File: src/rtl/avg_pkg.sv
// Shared types and constants for the averaging arbiter.
package avg_pkg;
  localparam int DEF_WIDTH = 4;
  localparam int CNT_W     = 8;

  typedef enum logic [1:0] {
    IDLE = 2'd0,
    CALC = 2'd1,
    RESP = 2'd2
  } state_t;
endpackage

File: src/rtl/avg_core.sv
// Combinational floor((a+b)/2); the sum keeps its carry so max operands average correctly.
module avg_core
  import avg_pkg::*;
#(
  parameter int WIDTH = DEF_WIDTH
) (
  input  logic [WIDTH-1:0] a,
  input  logic [WIDTH-1:0] b,
  output logic [WIDTH-1:0] avg
);
  logic [WIDTH:0] sum;

  assign sum = {1'b0, a} + {1'b0, b};
  assign avg = WIDTH'(sum >> 1);
endmodule

File: src/rtl/avg_arbiter.sv
// Two-requester round-robin arbiter feeding one averaging unit; grant-to-response is 2 cycles.
// Requesters are stalled outside IDLE; a held response waits for rsp_ready with stable payload.
module avg_arbiter
  import avg_pkg::*;
#(
  parameter int WIDTH = DEF_WIDTH
) (
  input  logic             clk,
  input  logic             rst_n,
  input  logic             req0_valid,
  input  logic [WIDTH-1:0] req0_a,
  input  logic [WIDTH-1:0] req0_b,
  output logic             req0_ready,
  input  logic             req1_valid,
  input  logic [WIDTH-1:0] req1_a,
  input  logic [WIDTH-1:0] req1_b,
  output logic             req1_ready,
  output logic             rsp_valid,
  input  logic             rsp_ready,
  output logic             rsp_id,
  output logic [WIDTH-1:0] rsp_result,
  output logic [CNT_W-1:0] served_cnt
);
  state_t           state, state_nxt;
  logic             last_grant;
  logic             grant_any;
  logic             grant_id;
  logic             grant;
  logic             handshake;
  logic [WIDTH-1:0] a_q, b_q;
  logic [WIDTH-1:0] avg;

  avg_core #(.WIDTH(WIDTH)) u_core (
    .a   (a_q),
    .b   (b_q),
    .avg (avg)
  );

  // On a tie the requester that did not win last time goes next.
  always_comb begin
    grant_any = req0_valid | req1_valid;
    grant_id  = 1'b0;
    if (req0_valid && req1_valid) begin
      grant_id = ~last_grant;
    end else if (req1_valid) begin
      grant_id = 1'b1;
    end
  end

  always_comb begin
    state_nxt  = state;
    req0_ready = 1'b0;
    req1_ready = 1'b0;
    rsp_valid  = 1'b0;
    grant      = 1'b0;
    case (state)
      IDLE: begin
        // Ready is gated by rst_n so nothing looks accepted while held in reset.
        req0_ready = rst_n & req0_valid & ~grant_id;
        req1_ready = rst_n & req1_valid & grant_id;
        grant      = grant_any;
        if (grant_any) state_nxt = CALC;
      end
      CALC: state_nxt = RESP;
      RESP: begin
        rsp_valid = 1'b1;
        if (rsp_ready) state_nxt = IDLE;
      end
      default: state_nxt = IDLE;
    endcase
  end

  assign handshake = rsp_valid & rsp_ready;

  always_ff @(posedge clk or negedge rst_n) begin
    if (!rst_n) begin
      state      <= IDLE;
      last_grant <= 1'b1;
      a_q        <= '0;
      b_q        <= '0;
      rsp_id     <= 1'b0;
      rsp_result <= '0;
      served_cnt <= '0;
    end else begin
      state <= state_nxt;
      if (grant) begin
        a_q        <= grant_id ? req1_a : req0_a;
        b_q        <= grant_id ? req1_b : req0_b;
        rsp_id     <= grant_id;
        last_grant <= grant_id;
      end
      if (state == CALC) rsp_result <= avg;
      if (handshake) served_cnt <= served_cnt + 1'b1;
    end
  end
endmodule
File: config.mk
export PLATFORM = sky130hd
export DESIGN_NAME = avg_arbiter
export DESIGN_NICKNAME = d
export VERILOG_FILES = /design/src/rtl/avg_pkg.sv /design/src/rtl/avg_core.sv /design/src/rtl/avg_arbiter.sv
export SDC_FILE = /design/constraint.sdc
export NUM_CORES = 1
export LEC_CHECK = 0
export BUFFER_PORTS_ARGS = -buffer_cell sky130_fd_sc_hd__buf_4
export CAP_MARGIN = 30
export CELL_PAD_IN_SITES_DETAIL_PLACEMENT = 0
export CELL_PAD_IN_SITES_GLOBAL_PLACEMENT = 1
export CORE_MARGIN = 5
export CORE_UTILIZATION = 42
export DETAILED_ROUTE_END_ITERATION = 8
export PLACE_DENSITY_LB_ADDON = 0.1
export SKIP_LAST_GASP = 1
export SLEW_MARGIN = 20
export SYNTH_ARGS = -nofsm -noshare
export SYNTH_HDL_FRONTEND = slang
export SYNTH_HIERARCHICAL = 1
export SYNTH_SLANG_ARGS = --single-unit
File: constraint.sdc
create_clock -name clk -period 4.1 [get_ports clk]
set_input_delay 1.23 -clock clk [delete_from_list [all_inputs] [get_ports clk]]
set_output_delay 1.23 -clock clk [all_outputs]
set_load 0.1 [all_outputs]
-- Yosys cells after proc, flatten, opt, wreduce, memory -nomap -nowiden
Index checks and enable logic that the tools add are counted.
- input bits: 21
- memory bits (read-only): 0
- RAM bits: 0
- latch bits: 0
- bits in registers: 24
- memories kept: 0
- output and inout bits: 16
- multiplexer cells: 11
- equality and inequality tests: 4
- divide/modulo/power cells: 0
- bitwise logic cells: 8
- $mul: 0
- shifts and indexed selects: 0
- reduce and logical (&&, ||, !) cells: 3
- $lt $le $gt $ge: 0
- add/subtract/negate cells: 2
- operator list (kind ; count):
    8-bit by 1-bit adder with 8-bit output, second input constant ; 1
    4-bit 2-to-1 mux ; 2
    1-bit 2-to-1 mux ; 6
    2-bit one-hot mux with 3 select lines ; 1
    4-bit by 4-bit adder with 5-bit output ; 1
    1-bit AND ; 5
    2-bit 2-to-1 mux ; 2
    2-bit inequality test, second input constant ; 2
    2-bit by 1-bit == test with 1-bit output, second input constant ; 1
    2-bit == test, second input constant ; 1
    2-bit zero test ; 1
    1-bit inverter ; 2
    2-bit AND reduction ; 1
    1-bit logical AND ; 1
    1-bit OR ; 1

-- Logic depth before layout (Yosys ltp)
- word-level depth: 5
- mapped depth: 6
- gate-level depth less buffers: 6

-- By module
The synthesis kept the hierarchy.
- by module, submodules not included (module ; area each (um^2) ; cells each ; times used):
    avg_arbiter ; 1098.6 ; 82 ; 1
    avg_core ; 125.1 ; 15 ; 1

-- Worst setup path before layout
No wires, ideal clock.
- kind: input port to output port
- start: input port req1_valid
- end: output port req1_ready
- stages on the path: 3
- path buffers: 1
- data required time: 2870 ps
- path slack: 19 ps
- arrival time: 2851 ps
- path through: a21bo_1 -> buf_6 -> nor2_1
- longest elaborated chain between the ends: 4
- elaborated cells between the ends (all ways): 6
- RTL lines (item ; RTL line ; text):
    start: declaration ; avg_arbiter.sv:14 ; input logic req1_valid,
    1-bit 2-to-1 mux / 1-bit logical AND (equally long branches) ; avg_arbiter.sv:45, avg_arbiter.sv:43 ;
    1-bit 2-to-1 mux ; avg_arbiter.sv:43 ; if (req0_valid && req1_valid) begin
    1-bit AND * ; avg_arbiter.sv:60 ; req1_ready = rst_n & req1_valid & grant_id;
    1-bit 2-to-1 mux * ; avg_arbiter.sv:56 ; case (state)
    end: declaration ; avg_arbiter.sv:17 ; output logic req1_ready,
Mark *: on every way between the ends. The rest lies on a longest branch, timed or not.

-- Final worst setup path
- start: input port req1_valid
- end: output port req0_ready
- longest elaborated chain between the ends: 5
- elaborated cells between the ends (all ways): 6
- RTL lines (item ; RTL line ; text):
    1-bit 2-to-1 mux / 1-bit logical AND (equally long branches) ; avg_arbiter.sv:45, avg_arbiter.sv:43 ;
    1-bit 2-to-1 mux * ; avg_arbiter.sv:43 ;
    1-bit inverter * ; avg_arbiter.sv:59 ; req0_ready = rst_n & req0_valid & ~grant_id;
    1-bit AND * ; avg_arbiter.sv:59 ;
    1-bit 2-to-1 mux * ; avg_arbiter.sv:56 ;
    end: declaration ; avg_arbiter.sv:13 ; output logic req0_ready,
Marks and branches as above.

==> results.toml <==
[status]
outcome = "completed"

[synth]
syn_inst = 97
ys_warn_count = 6
synth_top_cell_by_area = "dfrtp_1"
ys_seq_area_share_pct = 49.18
synthTopCellsByArea = "dfrtp_1 47%, mux2_2 13%, mux2_4 8.6%, ha_1 4.1%, xor2_1 3.6%"
synthesis.area_um2 = 1224
ys_types = 27
synth_nets = 123
ys_ff_latch = 24
avgSynthCellArea_um2 = 12.62
synth.top_cell.area_share_pct = 47.03

[layout]
num-nets-final = 165
fin_area_um2 = 1573
antenna_cells = 0
final_cell_mix = "38 x buf_4, 23 x dfrtp_1, 14 x mux2_2"
layout_commonest_cell = "buf_4"
drive_gt1_share_pct = 48.55
fin_cells = 169
area_growth_pct = 28.53

[detailed_routing]
wl_per_cell_um = 12.79
drc = 0
drt-total-wl_um = 2161
viasPerCell = 5.041
first_pass_iters = 2
vias = 852
antenna_left = 0
drt_iter0_drc = 47

[floorplanning]
initial_core_util_pct = 43.99
rows = 19
die-area_um2 = 4093
die_x_um = 63.98
coreArea_um2 = 2781
boundaryPins = 37
die_y_um = 63.98

[global_routing]
antenna_found_initial = 0
overflow = 0
grt_pass1_vias = 887
grt_pass1_wl_um = 3795
grt_use_total_pct = 11.56
grt_max_degree = 24

[placement]
dp_hpwl_um = 1730
place_inst = 165
globalplace.congestion = 0.7668
dpl_cell_area_um2 = 1536
io_buffers = 36

[setup_path]
crit_fanout = 5
startpoint_type = "primary input"
r2r_slack_ns = 2.44
arrival_ns = 2.13
end_kind = "primary output"
cp.required_ns = 2.87
crit_type = "in2out"

[clock_tree]
cts_root_buf = "clkbuf_4"
clk_pin_slew_worst_paths_ns = 0.13
holdBufCountCts = 0
post_cts_buffers = 0
htree_num_levels = 1
numCtsBuffers = 3
ctsResizeCount = 0
insertion_delay_ns = 0.31
cts_tree = "built"
clock-sinks = 24
clockBufferDepth = 2

[sta]
hold_viol = 0
worst_slew_pin_slew_ns = 0.4842
setup_viol = 0
fin_crit_ns = 3.362
finalClockSkew_ns = 0.003599
rsz0062_at_grt = "false"
finalMaxSlewViolations = 0
slew_headroom_pct = 67.71
max_freq_mhz = 297.4
min_period_over_period_pct = 82.01
fin_tns_setup_ns = 0

[job]
max-cap-violations = 0

[min_path]
hold_path.class = "reg2reg"
## cells in the mapped netlist (all sizes together)
| library cell | count |
|---|---|
| a21o | 1 |
| mux2 | 21 |
| xnor2 | 4 |
| nand3 | 1 |
| nand2 | 8 |
| o21ai | 3 |
| xor2 | 5 |
| dfrtp | 23 |
| dfstp | 1 |
| fa | 1 |
| a21bo | 1 |
| a31o | 1 |
| a31oi | 1 |
| nand4b | 1 |
| a21oi | 2 |
| nor4 | 1 |
| buf | 1 |
| nor3 | 3 |
| inv | 5 |
| and4 | 1 |
| nand2b | 2 |
| nor2b | 2 |
| nor2 | 4 |
| ha | 4 |
## logic make-up (layout without fill, tap and decap cells)
group / count (synthesis) / count (layout) / synth area share, %
flip-flops: 24 / 24 / 49.18
AND/OR/NAND/NOR: 23 / 23 / 9.406
multiplexers: 21 / 21 / 21.47
AO/OA/AOI/OAI: 9 / 9 / 5.318
XOR/XNOR: 9 / 9 / 6.441
buffers and inverters: 6 / 47 / 2.454
adder cells (fa/ha/maj): 5 / 5 / 5.726
## flip-flops by register name, indices dropped and copies added, names as in the netlist
signal,flops
served_cnt,8
state,2
rsp_id,1
last_grant,1
rsp_result,4
b_q,4
a_q,4
## worst max-delay path: stages
cell     delay (ns)
buf_4          0.12
a21bo_1        0.25
and4_2         0.24
buf_4          0.28
## cell type report
class,count,area (um^2)
multi-input cells,67,591.8
well taps,31,38.79
fillers,246,1209
repair buffers,38,285.3
flip-flops and latches,24,601.8
inverters,5,18.77
clock buffers,4,36.28
## per-stage QoR
step	setup slack [ns]	utilization (%)	hold WS, ns
after floorplan	0.01892	-	0.4836
after global placement	0.7602	55.24	0.4604
after detailed placement	0.7398	55.24	0.4613
after CTS	0.7321	56.55	0.4854
after global routing	0.6856	56.55	0.5148
final	0.7376	56.55	0.4806
## final timing paths
| path | from | end | depth (start not counted) |
|---|---|---|---|
| min reg2reg | served_cnt[7]$_DFFE_PN0P_ | served_cnt[7]$_DFFE_PN0P_ | 1 |
| max | req1_valid | req0_ready | 4 |
| max in group asynchronous | rst_n | state[0]$_DFFE_PN0P_ | 2 |
| min in group asynchronous | rst_n | last_grant$_DFFE_PN1P_ | 1 |
| min | served_cnt[7]$_DFFE_PN0P_ | served_cnt[7]$_DFFE_PN0P_ | 1 |
| max reg2reg | last_grant$_DFFE_PN1P_ | a_q[2]$_DFFE_PN0P_ | 4 |
## per-layer routing
layer  wire, um  global-route usage [%]
met1        927                   14.27
met2       1066                   19.47
met3        155                   2.452
met4         12                   4.675
met5          0                       0
Power is not shown: default switching activity piles up to over one toggle a cycle in this logic, so the estimate is an artifact.
